File: src/rtl/conv_index_seq_pkg.sv
// Shared widths, FSM encoding and index-tuple payload for the convolution index sequencer.
package conv_index_seq_pkg;

    localparam int unsigned SZW = 5;
    localparam int unsigned ZW  = SZW + 1;

    typedef enum logic [1:0] {
        ST_IDLE  = 2'd0,
        ST_SETUP = 2'd1,
        ST_RUN   = 2'd2,
        ST_DONE  = 2'd3
    } state_t;

    // One (i, j) tuple as presented to the MAC.
    typedef struct packed {
        logic [ZW-1:0]  z;
        logic [ZW-1:0]  y;
        logic [SZW-1:0] x;
        logic           first;
        logic           last;
    } idx_tuple_t;

endpackage

File: src/rtl/conv_jrange.sv
// Valid j range for output index i: jlo = max(0, i-sz_x+1), jhi = min(i, sz_y-1).
module conv_jrange
    import conv_index_seq_pkg::*;
(
    input  logic [ZW-1:0]  i,
    input  logic [SZW-1:0] sz_x,
    input  logic [SZW-1:0] sz_y,
    output logic [ZW-1:0]  jlo,
    output logic [ZW-1:0]  jhi
);

    logic [ZW:0] ip1;
    logic [ZW:0] szx_e;

    assign ip1   = (ZW+1)'(i) + (ZW+1)'(1);
    assign szx_e = (ZW+1)'(sz_x);

    // Lower bound: x index i-j must stay below sz_x.
    always_comb begin
        jlo = '0;
        if (ip1 > szx_e) begin
            jlo = ZW'(ip1 - szx_e);
        end
    end

    // Upper bound: j must stay below sz_y and not exceed i.
    always_comb begin
        jhi = ZW'(sz_y) - ZW'(1);
        if (ZW'(sz_y) > i) begin
            jhi = i;
        end
    end

endmodule

File: src/rtl/conv_index_seq.sv
// Index sequencer for the 1-D convolution core: walks all valid (i,j) of z[i] = sum_j x[i-j]*y[j].
// Optional stall counter port stall_cnt_o is built when CONV_IDX_STATS_EN is defined.
module conv_index_seq
    import conv_index_seq_pkg::*;
(
    input  logic           clk,
    input  logic           rst,
    input  logic           start_i,
    input  logic [SZW-1:0] sz_x_i,
    input  logic [SZW-1:0] sz_y_i,
    input  logic           ready_i,
    output logic           valid_o,
    output logic [SZW-1:0] x_addr_o,
    output logic [SZW-1:0] y_addr_o,
    output logic [ZW-1:0]  y_i_o,
    output logic [ZW-1:0]  z_addr_o,
    output logic           first_o,
    output logic           last_o,
    output logic           busy_o,
    output logic           done_o
`ifdef CONV_IDX_STATS_EN
    ,
    output logic [15:0]    stall_cnt_o
`endif
);

    state_t         state_q, state_d;
    logic [SZW-1:0] szx_q, szx_d;
    logic [SZW-1:0] szy_q, szy_d;
    logic [ZW-1:0]  last_i_q, last_i_d;
    idx_tuple_t     tup_q, tup_d;
    logic           valid_q, valid_d;
    logic           busy_q, busy_d;
    logic           done_q, done_d;

    logic [ZW-1:0]  jlo_cur, jhi_cur, jlo_nxt, jhi_nxt;
    logic [ZW-1:0]  y_inc, z_inc;
    logic           fire;

    assign y_inc = tup_q.y + ZW'(1);
    assign z_inc = tup_q.z + ZW'(1);
    assign fire  = valid_q & ready_i;

    conv_jrange u_jr_cur (
        .i    (tup_q.z),
        .sz_x (szx_q),
        .sz_y (szy_q),
        .jlo  (jlo_cur),
        .jhi  (jhi_cur)
    );

    conv_jrange u_jr_nxt (
        .i    (z_inc),
        .sz_x (szx_q),
        .sz_y (szy_q),
        .jlo  (jlo_nxt),
        .jhi  (jhi_nxt)
    );

    // Next-state and next-output logic; everything holds unless a transition or handshake changes it.
    always_comb begin
        state_d  = state_q;
        szx_d    = szx_q;
        szy_d    = szy_q;
        last_i_d = last_i_q;
        tup_d    = tup_q;
        valid_d  = 1'b0;
        busy_d   = 1'b0;
        done_d   = 1'b0;

        case (state_q)
            ST_IDLE: begin
                if (start_i) begin
                    state_d = ST_SETUP;
                    szx_d   = sz_x_i;
                    szy_d   = sz_y_i;
                end
            end
            ST_SETUP: begin
                last_i_d = ZW'(szx_q) + ZW'(szy_q) - ZW'(2);
                tup_d    = '0;
                if ((szx_q == '0) || (szy_q == '0)) begin
                    state_d = ST_DONE;
                end else begin
                    state_d     = ST_RUN;
                    tup_d.first = 1'b1;
                    tup_d.last  = 1'b1;
                end
            end
            ST_RUN: begin
                if (fire) begin
                    if (tup_q.y < jhi_cur) begin
                        tup_d.y     = y_inc;
                        tup_d.x     = SZW'(tup_q.z - y_inc);
                        tup_d.first = (y_inc == jlo_cur);
                        tup_d.last  = (y_inc == jhi_cur);
                    end else if (tup_q.z == last_i_q) begin
                        state_d = ST_DONE;
                    end else begin
                        tup_d.z     = z_inc;
                        tup_d.y     = jlo_nxt;
                        tup_d.x     = SZW'(z_inc - jlo_nxt);
                        tup_d.first = 1'b1;
                        tup_d.last  = (jlo_nxt == jhi_nxt);
                    end
                end
            end
            ST_DONE: begin
                state_d = ST_IDLE;
            end
            default: begin
                state_d = ST_IDLE;
            end
        endcase

        valid_d = (state_d == ST_RUN);
        busy_d  = (state_d == ST_SETUP) || (state_d == ST_RUN);
        done_d  = (state_d == ST_DONE);
    end

    // State, size, index and output registers.
    always_ff @(posedge clk) begin
        if (rst) begin
            state_q  <= ST_IDLE;
            szx_q    <= '0;
            szy_q    <= '0;
            last_i_q <= '0;
            tup_q    <= '0;
            valid_q  <= 1'b0;
            busy_q   <= 1'b0;
            done_q   <= 1'b0;
        end else begin
            state_q  <= state_d;
            szx_q    <= szx_d;
            szy_q    <= szy_d;
            last_i_q <= last_i_d;
            tup_q    <= tup_d;
            valid_q  <= valid_d;
            busy_q   <= busy_d;
            done_q   <= done_d;
        end
    end

    assign valid_o  = valid_q;
    assign x_addr_o = tup_q.x;
    assign y_addr_o = SZW'(tup_q.y);
    assign y_i_o    = tup_q.y;
    assign z_addr_o = tup_q.z;
    assign first_o  = tup_q.first;
    assign last_o   = tup_q.last;
    assign busy_o   = busy_q;
    assign done_o   = done_q;

`ifdef CONV_IDX_STATS_EN
    logic [15:0] stall_q;

    // Saturating count of back-pressured cycles in the current run, cleared at setup.
    always_ff @(posedge clk) begin
        if (rst) begin
            stall_q <= '0;
        end else if (state_q == ST_SETUP) begin
            stall_q <= '0;
        end else if (valid_q && !ready_i && (stall_q != 16'hFFFF)) begin
            stall_q <= stall_q + 16'd1;
        end
    end

    assign stall_cnt_o = stall_q;
`endif

endmodule

File: config.mk
export PLATFORM = sky130hd
export DESIGN_NAME = conv_index_seq
export DESIGN_NICKNAME = d
export VERILOG_FILES = /design/src/rtl/conv_index_seq_pkg.sv /design/src/rtl/conv_jrange.sv /design/src/rtl/conv_index_seq.sv
export SDC_FILE = /design/constraint.sdc
export NUM_CORES = 1
export LEC_CHECK = 0
export BUFFER_PORTS_ARGS = -buffer_cell sky130_fd_sc_hd__buf_2
export CORE_UTILIZATION = 25
export CTS_CLUSTER_SIZE = 8
export DETAILED_ROUTE_END_ITERATION = 8
export PLACE_DENSITY_LB_ADDON = 0.15
export SLEW_MARGIN = 20
export SYNTH_ARGS = -nofsm -noshare
export SYNTH_HDL_FRONTEND = slang
export SYNTH_SLANG_ARGS = --single-unit
File: constraint.sdc
create_clock -name clk -period 4.6 [get_ports clk]
set_input_delay 0.69 -clock clk [delete_from_list [all_inputs] [get_ports clk]]
set_output_delay 0.69 -clock clk [all_outputs]
set_load 0.03 [all_outputs]
[After elaboration in Yosys (flattened, before gate mapping)]
Cells that the tools add are included.
W data, S select, Z words.
Word-level totals
  bits in registers: 40
  output and inout port bits: 27
  word-level logic and storage cells: 68
Cells by class
  $add $sub $neg: 11
  $lt $le $gt $ge: 5
  equality and inequality tests: 14
  multiplexer cells: 16
  bitwise gates (word level): 1
  reduce and logical (&&, ||, !) cells: 9
Operators with widths (number)
  $mux W19: 2
  $pmux W19 S2: 1
  $mux W6: 5
  $eq A6 B6 Y1: 4
  $add A6 B1 Y7 const B: 2
  $gt A7 B5 Y1: 2
  $mux W13: 1
  $add A6 B1 Y6 const B: 2
  $gt A5 B6 Y1: 2
  $sub A6 B5 Y6: 2
  $logic_not A5 Y1: 2
  $mux W2: 5
  $sub A5 B5 Y5: 2
  $eq A2 B2 Y1 const B: 4
  $pmux W2 S4: 1
  $add A5 B5 Y6: 1
  $lt A6 B6 Y1: 1
  $ne A2 B2 Y1 const B: 3
  $sub A5 B1 Y6 const B: 1
  $sub A6 B2 Y6 const B: 1
  $eq A2 B1 Y1 const B: 2
  $reduce_and A4 Y1: 1
  $ne A3 B3 Y1 const B: 1
  $reduce_and A3 Y1: 1
  other kinds (6): 7

[Depth between registers and ports, before layout]
Gate-level depths: netlist of the first run.
  word-level depth: 9
  mapped depth: 21
  gate-level depth less buffers: 20

[Cells and area by module]
Synthesis of the first run repeated with hierarchy kept, for this count alone.
Second synthesis, totals
  cell total of the unflattened synthesis: 494
  area, all modules: 4150.2 µm²
By module, submodules not included
  conv_index_seq: instances 1, cells each 338, area each 2839.0 µm²
  conv_jrange: instances 2, cells each 78, area each 655.6 µm²

[Worst setup path after synthesis of the first run]
No wires, ideal clock.
  kind: reg-to-reg
  start: register tup_q, in the netlist z_addr_o[0]
  end: register tup_q, in the netlist x_addr_o[4]
  library setup time: 0.128 ns
  data arrival time: 4.110 ns
  data required time: 4.472 ns
  setup slack: 0.362 ns
  cell stages (with the launch flop): 22
  clock period less this slack: 4.238 ns
  path through: dfxtp_1 > buf_4 > inv_1 > ha_1 > nor2_1 > nand2_1 > xnor2_1 > ha_1 > o21a_1 > o31a_1 > o22ai_1 > o22a_2 > nor3_4 > inv_1 > ha_1 > a21o_1 > a21oi_1 > xnor2_1 > xnor2_1 > a211oi_1 > a31oi_1 > nor2_1
On the way
  word-level cells in the longest chain between the ends: 9
RTL lines
  start: declaration: RTL line conv_index_seq.sv:31  | idx_tuple_t tup_q, tup_d;
  start signal: assignment: RTL line conv_index_seq.sv:137  | tup_q <= tup_d;
  $add A6 B1 Y6: RTL line conv_index_seq.sv:41  | assign z_inc = tup_q.z + ZW'(1);
  $add A6 B1 Y7: RTL line conv_jrange.sv:15  | assign ip1 = (ZW+1)'(i) + (ZW+1)'(1);
  $sub A6 B5 Y6 / $gt A7 B5 Y1 (equally long branches): RTL line conv_jrange.sv:22, conv_jrange.sv:21
  $mux W6: RTL line conv_jrange.sv:21  | if (ip1 > szx_e) begin
  $sub A5 B5 Y5: RTL line conv_index_seq.sv:102  | tup_d.x = SZW'(z_inc - jlo_nxt);
  $mux W19: RTL line conv_index_seq.sv:97  | end else if (tup_q.z == last_i_q) begin
  $mux W13: RTL line conv_index_seq.sv:92  | if (tup_q.y < jhi_cur) begin
  $mux W19: RTL line conv_index_seq.sv:91  | if (fire) begin
  $pmux W19 S2: RTL line conv_index_seq.sv:71  | case (state_q)
Parallel ways exist; a longest one is shown, timed or not. The select of a mux whose other input is x is not followed.
A chain may end at the register's enable or synchronous reset.

[Final worst setup path of the first run]
  start: register tup_q, in the netlist z_addr_o[0]
  end: register tup_q, in the netlist y_i_o[2]
On the way
  word-level cells in the longest chain between the ends: 8
RTL lines (RTL line)
  $add A6 B1 Y6: conv_index_seq.sv:41
  $add A6 B1 Y7: conv_jrange.sv:15
  $sub A6 B5 Y6 / $gt A7 B5 Y1 (equally long branches): conv_jrange.sv:22, conv_jrange.sv:21
  $mux W6: conv_jrange.sv:21
  $mux W19: conv_index_seq.sv:97
  $mux W13: conv_index_seq.sv:92
  $mux W19: conv_index_seq.sv:91
  $pmux W19 S2: conv_index_seq.sv:71
Parallel ways exist; a longest one is shown, timed or not. The select of a mux whose other input is x is not followed.

==> impl_metrics.csv, run 1 <==
group,metric,value,unit
clock_tree,insertion_delay_of_the_later_clocked_pin_in_the_worst_skew_pair,0.30,ns
finish,layout-drive-gt1-share,15.0,%
power,ir_drop,0.000198,V
floorplan,number_of_standard_cell_rows_in_the_floorplan,45,
timing,rsz_0062_raised_after_global_routing,"no",
setup_path,reg2reg_setup_slack,0.33,ns
setup_path,critical_path_arrival,4.43,ns
clock_tree,clock_tree.htree_level_count,2,
timing,slew_violations,0,
worst_hold_path,timing.hold.worst_path_depth,2,
power,p_per_area,364,mW/mm^2
yosys,yosys.area.top_type_share,20.0,%
yosys,synth.top_cells.by_area,"sky130_fd_sc_hd__dfxtp_1 20%, sky130_fd_sc_hd__ha_1 16%, sky130_fd_sc_hd__xnor2_1 5.9%",
yosys,async_flop_share,0,%
placed_design,dpl_cell_area,0.00447,mm^2
setup_path,crit_path_cell_trace,"inv_1 > buf_4 > ha_1 > nor3b_1 > a21oi_1 > nand2_1 > mux2i_1 > ha_1 > a2111oi_0 > o21ai_0 > o21ai_1 > o21ai_1 > buf_4 > nand2_1 > o31ai_1 > a21oi_1 > nor2_1",
timing,final_hold_viol_count,0,
clock_tree,cts.repair.resized,0,
timing,worst_margin_pin_slew,0.839,ns
placed_design,place_worst_setup_slack,0.376,ns
setup_path,setup.worst_path.end_class,"register",
setup_path,critPathRequiredTime,4.76,ns
floorplan,floorplan.die.height,129,um
finish,finish.net_count,616,
setup_path,reg2regPathDepth,17,
job,drv_cap,0,
floorplan,core_area,0.0154,mm^2
setup_path,critical_path.max_stage_delay,0.53,ns
placed_design,detailedPlacementHpwl,10.2,mm
route,vias_per_cell,4.73,
placed_design,placer_s_final_routability_congestion_estimate,0.809,
yosys,synth-seq-area-share,20.0,%
power,static-leakage-power,2.09,nW
floorplan,floorplan.io_pins,41,
power,design_power_total,1.68,mW
yosys,synth_top_cells_by_count,"52 x sky130_fd_sc_hd__ha_1, 49 x sky130_fd_sc_hd__nor2_1, 46 x sky130_fd_sc_hd__nand2_1",
clock_tree,max-clock-path-buffers,2,
timing,post-route-min-period,4.27,ns
clock_tree,tritoncts_clock_tree,"yes",
timing,finalClockSkew,0.00869,ns
timing,worst_slew_margin_rel,44.1,%
route,drtAntennaViolNets,0,
route,detail_route.wl_per_cell,16.7,um
yosys,synth_enable_flop_cells,0,
setup_path,critPathBufInv,3,
global_routing,grt_util_overall,16.5,%
setup_path,cpMaxStageDelayCell,"sky130_fd_sc_hd__dfxtp_1",
finish,area_growth_syn_to_fin,15.2,%
yosys,dominantRegCellSynth,"sky130_fd_sc_hd__dfxtp_1",
timing,fin_worst_hold_slack,0.460,ns
finish,finalCoreUtilization,29.9,%
route,drtPass1Iterations,4,
clock_tree,cts_num_sinks,40,
clock_tree,path_clk_slew,0.06,ns
yosys,synth_top_cell_by_area,"sky130_fd_sc_hd__dfxtp_1",
timing,post-route-period-util,92.8,%
timing,setup_viol,0,
placed_design,portBuffers,40,
yosys,yosys.cell_count.top_type,"sky130_fd_sc_hd__ha_1",
global_routing,overflow,0,
finish,layout.cells.non_filler,757,
yosys,synth-warning-count,0,
worst_hold_path,min-delay-path-class,"register to register",
timing,setup_total_negative_slack,0,ns
yosys,postSynthNetCount,575,
setup_path,critPathLaunchType,"register",
route,violation_count_after_the_first_detailed_routing_iteration,175,
yosys,syn_inst,504,
setup_path,crit_cells,17,
floorplan,initial_core_util,26.0,%
clock_tree,cts.repair_timing.setup_buffer_count,0,
outcome,outcome,"finished clean",
yosys,ys_types,56,
global_routing,antenna_found_initial,0,
clock_tree,cts.hold.buffers_added,0,
floorplan,die-area,0.0165,mm^2
yosys,synth_area_per_inst,7.94,um^2
finish,antenna_cells,0,
timing,final.setup.worst_slack,0.330,ns
clock_tree,cts_inserted_buffers,5,
placed_design,dp.cells,749,
global_routing,number_of_global_route_vias_before_repair,3617,
setup_path,setup.worst_path.class,"register to register",
clock_tree,cts.root.buffer_cell,"sky130_fd_sc_hd__clkbuf_16",
setup_path,path_max_fanout,13,
route,vias,3577,
global_routing,wire_length_of_the_first_global_routing_pass,20.2,mm
finish,post_layout_instance_area,0.00461,mm^2
setup_path,cp_top_family,"compound AO/OA/AOI/OAI gates",
floorplan,fp.dieW,129,um
timing,max_freq,0.234,GHz
route,finalWirelength,12.6,mm
yosys,synth_seq_cells,40,
route,dr_drc_count,0,
yosys,synthesis.area,0.00400,mm^2
global_routing,grt_start_max_net_pins,41,
[logic make-up after synthesis]
| kind of cell | Yosys count | share of synthesized area (%) |
|---|---|---|
| fa+ha+maj | 57 | 18.8 |
| flops | 40 | 20.0 |
| compound gates | 114 | 18.5 |
| xor+xnor | 48 | 11.4 |
| simple gates | 161 | 19.7 |
| mux | 17 | 4.34 |
| buf+inv | 67 | 7.28 |
[flip-flops by register name (all words and copies together), names as in the netlist]
| signal | count |
|---|---|
| szx_q | 5 |
| last_i_q | 6 |
| busy_o | 1 |
| z_addr_o | 6 |
| y_i_o | 6 |
| szy_q | 5 |
| done_o | 1 |
| x_addr_o | 5 |
| first_o | 1 |
| last_o | 1 |
| state_q | 2 |
| valid_o | 1 |
[cell usage in the layout, fill, tap and decap left out, types with 9 or more instances in the layout]
cell                        n
sky130_fd_sc_hd__ha_1      52
sky130_fd_sc_hd__mux2i_1   14
sky130_fd_sc_hd__a21o_1     9
sky130_fd_sc_hd__buf_2     40
sky130_fd_sc_hd__xor2_1    19
sky130_fd_sc_hd__a211oi_1  12
sky130_fd_sc_hd__buf_4     17
sky130_fd_sc_hd__nor2b_1   11
sky130_fd_sc_hd__inv_1     44
sky130_fd_sc_hd__dfxtp_1   40
sky130_fd_sc_hd__nor2_1    49
sky130_fd_sc_hd__o21ai_0   13
sky130_fd_sc_hd__nand2_1   46
sky130_fd_sc_hd__nand3_1   16
sky130_fd_sc_hd__a21oi_1   38
sky130_fd_sc_hd__a31oi_1   13
sky130_fd_sc_hd__xnor2_1   27
[layer usage]
layer	up-vias	global-route usage, %	routed length [um]	part of all wire [%]
met4	0	4.91	186	1.5
li1	1813	-	-	-
met5	-	0	0	0
met3	12	2.91	606	4.8
met1	1688	22.1	5930	47
met2	64	26.9	5900	47
[path summary, 6_finish.rpt]
| path | startpoint | to |
|---|---|---|
| hold reg to reg | szx_q[4]$_SDFFE_PP0P_ | szx_q[4]$_SDFFE_PP0P_ |
| hold / removal | szx_q[4]$_SDFFE_PP0P_ | szx_q[4]$_SDFFE_PP0P_ |
| setup reg to reg | z_addr_o[0]$_SDFFE_PP0P_ | y_i_o[2]$_SDFFE_PP0P_ |
| setup / recovery | z_addr_o[0]$_SDFFE_PP0P_ | y_i_o[2]$_SDFFE_PP0P_ |
[where the power goes]
group / internal [mW] / switching [mW] / leakage [nW]
Combinational: 0.361 / 0.525 / 1.70
Sequential: 0.393 / 0.0353 / 0.326
Clock: 0.203 / 0.159 / 0.0681
[cell type report]
| type | count | area [um^2] |
|---|---|---|
| fillers | 1728 | 10800 |
| multi-input cells | 397 | 2910 |
| flip-flops and latches | 40 | 801 |
| repair buffers | 57 | 328 |
| well taps | 211 | 264 |
| inverters | 44 | 165 |
| clock buffers | 7 | 133 |
| clock inverters | 1 | 8.76 |
[worst register-to-register path: cells and delay by family (launching register included)]
kind,cells,cell delay [ns]
AO/OA/AOI/OAI,7,1.34
AND/OR/NAND/NOR,4,0.77
adder cells (fa/ha/maj),2,0.63
flip-flops,1,0.53
buffers and inverters,3,0.52
multiplexers,1,0.35
(Power assumes the default switching activity.)
==> inputs of run 2 (changes only) <==
--- a/config.mk
+++ b/config.mk
@@ -6,6 +6,7 @@
 export NUM_CORES = 1
 export LEC_CHECK = 0
 export BUFFER_PORTS_ARGS = -buffer_cell sky130_fd_sc_hd__buf_2
+export CORE_ASPECT_RATIO = 0.5
 export CORE_UTILIZATION = 25
 export CTS_CLUSTER_SIZE = 8
 export DETAILED_ROUTE_END_ITERATION = 8
==> impl_metrics.csv, run 2 (synthesis gave the netlist of run 1 again) <==
group,metric,value,unit
timing,max_freq,0.234,GHz
clock_tree,cts_inserted_buffers,5,
timing,final_hold_viol_count,0,
timing,post-route-min-period,4.27,ns
clock_tree,max-clock-path-buffers,2,
power,p_per_area,379,mW/mm^2
floorplan,floorplan.io_pins,41,
outcome,outcome,"finished clean",
route,detail_route.wl_per_cell,17.0,um
power,ir_drop,0.000136,V
finish,finalCoreUtilization,30.0,%
placed_design,placer_s_final_routability_congestion_estimate,0.854,
timing,post-route-period-util,92.8,%
floorplan,number_of_standard_cell_rows_in_the_floorplan,32,
timing,slew_violations,0,
route,vias,3616,
clock_tree,cts.repair_timing.setup_buffer_count,0,
finish,layout.cells.non_filler,753,
clock_tree,cts_num_sinks,40,
clock_tree,clock_tree.htree_level_count,2,
timing,rsz_0062_raised_after_global_routing,"no",
job,drv_cap,0,
floorplan,fp.dieW,181,um
timing,finalClockSkew,0.00548,ns
floorplan,initial_core_util,25.8,%
setup_path,critical_path_arrival,4.42,ns
finish,final_cell_mix,"51 x sky130_fd_sc_hd__ha_1, 49 x sky130_fd_sc_hd__nor2_1, 46 x sky130_fd_sc_hd__nand2_1",
clock_tree,path_clk_slew,0.07,ns
power,power_switching,743,uW
clock_tree,tritoncts_clock_tree,"yes",
global_routing,antenna_found_initial,0,
finish,layout-drive-gt1-share,16.0,%
setup_path,critPathRequiredTime,4.75,ns
route,drtAntennaViolNets,0,
setup_path,path_max_fanout,9,
setup_path,setup.worst_path.class,"register to register",
global_routing,wire_length_of_the_first_global_routing_pass,20.4,mm
power,power.sequential.fraction,24.4,%
finish,finish.net_count,619,
route,vias_per_cell,4.80,
power,combinational_power_share,51.3,%
worst_hold_path,min-delay-path-class,"register to register",
setup_path,setup.worst_path.end_class,"register",
route,drtPass1Iterations,4,
placed_design,dp.cells,745,
clock_tree,cts.root.buffer_cell,"sky130_fd_sc_hd__clkbuf_16",
finish,final_common_cell,"sky130_fd_sc_hd__ha_1",
floorplan,die-area,0.0166,mm^2
placed_design,portBuffers,40,
global_routing,overflow,0,
clock_tree,cts.hold.buffers_added,0,
power,internal-power,1.02,mW
route,finalWirelength,12.8,mm
timing,worst_margin_pin_slew,0.991,ns
route,violation_count_after_the_first_detailed_routing_iteration,200,
setup_path,critPathLaunchType,"register",
global_routing,grt_util_overall,16.2,%
setup_path,reg2reg_setup_slack,0.33,ns
finish,area_growth_syn_to_fin,16.3,%
floorplan,core_area,0.0155,mm^2
global_routing,number_of_global_route_vias_before_repair,3561,
timing,worst_slew_margin_rel,33.5,%
floorplan,floorplan.die.height,91.5,um
power,static-leakage-power,2.12,nW
clock_tree,insertion_delay_of_the_later_clocked_pin_in_the_worst_skew_pair,0.29,ns
placed_design,detailedPlacementHpwl,10.2,mm
clock_tree,cts.repair.resized,0,
power,switching_share,42.1,%
global_routing,grt_start_max_net_pins,41,
route,dr_drc_count,0,
timing,setup_viol,0,
power,power.share.clock,24.3,%
finish,antenna_cells,0,
timing,setup_total_negative_slack,0,ns
## run 2: layout make-up
class	instances	area, um^2
clock buffer	5	125
clock inverter	3	46.3
fill	1690	10900
inverter	44	165
multi-input combinational	397	2910
sequential	40	801
tap	204	255
timing repair buffer	60	350
## run 2: worst paths after layout
check | from | cells after the start | endpoint
min | szx_q[4]$_SDFFE_PP0P_ | 2 | szx_q[4]$_SDFFE_PP0P_
max reg2reg | z_addr_o[0]$_SDFFE_PP0P_ | 19 | x_addr_o[4]$_SDFFE_PP0P_
max | z_addr_o[0]$_SDFFE_PP0P_ | 19 | x_addr_o[4]$_SDFFE_PP0P_
min reg2reg | szx_q[4]$_SDFFE_PP0P_ | 2 | szx_q[4]$_SDFFE_PP0P_
## run 2: critical path, stage by stage (launching register included)
cell and delay (ns):
sky130_fd_sc_hd__dfxtp_1 0.48, sky130_fd_sc_hd__ha_2 0.34, sky130_fd_sc_hd__xor2_4 0.35, sky130_fd_sc_hd__nand2_1 0.11, sky130_fd_sc_hd__xnor2_1 0.15, sky130_fd_sc_hd__ha_1 0.35
sky130_fd_sc_hd__o21a_1 0.14, sky130_fd_sc_hd__o31a_1 0.15, sky130_fd_sc_hd__o22ai_1 0.10, sky130_fd_sc_hd__o22a_2 0.28, sky130_fd_sc_hd__nor3_4 0.27, sky130_fd_sc_hd__inv_1 0.07
sky130_fd_sc_hd__ha_1 0.35, sky130_fd_sc_hd__a21o_1 0.17, sky130_fd_sc_hd__a21oi_1 0.16, sky130_fd_sc_hd__xnor2_1 0.15, sky130_fd_sc_hd__xnor2_1 0.15, sky130_fd_sc_hd__a211oi_1 0.09
sky130_fd_sc_hd__a31oi_1 0.19, sky130_fd_sc_hd__nor2_1 0.06
## run 2: stage by stage
| stage | setup WS [ns] | instance area (um^2) | total power, mW | hold WS, ns |
|---|---|---|---|---|
| 6_report | 0.331 | 4660 | 1.76 | 0.457 |
| 5_1_grt | 0.00873 | 4660 | 1.89 | 0.497 |
| 4_1_cts | 0.253 | 4650 | 1.77 | 0.459 |
| 3_5_place_dp | 0.271 | 4480 | 1.34 | 0.449 |
| 3_3_place_gp | 0.252 | 4480 | 1.35 | 0.443 |
| 2_1_floorplan | 0.362 | 4000 | 1.10 | 0.436 |
## run 2: power by group through the flow
| stage | logic, mW | clock network [mW] | registers (mW) |
|---|---|---|---|
| 2_1_floorplan | 0.648 | 0 | 0.453 |
| 3_3_place_gp | 0.908 | 0 | 0.439 |
| 3_5_place_dp | 0.899 | 0 | 0.439 |
| 4_1_cts | 0.906 | 0.439 | 0.431 |
| 5_1_grt | 1.01 | 0.451 | 0.436 |
| 6_report | 0.905 | 0.428 | 0.430 |
## run 2: per-layer routing
metal | vias to the layer above | global-route usage [%] | share of wire, %
li1 | 1833 | - | -
met1 | 1698 | 23.4 | 52
met4 | 0 | 3.18 | 1.0
met5 | - | 0 | 0
met2 | 77 | 25.5 | 43
met3 | 8 | 2.37 | 4.3
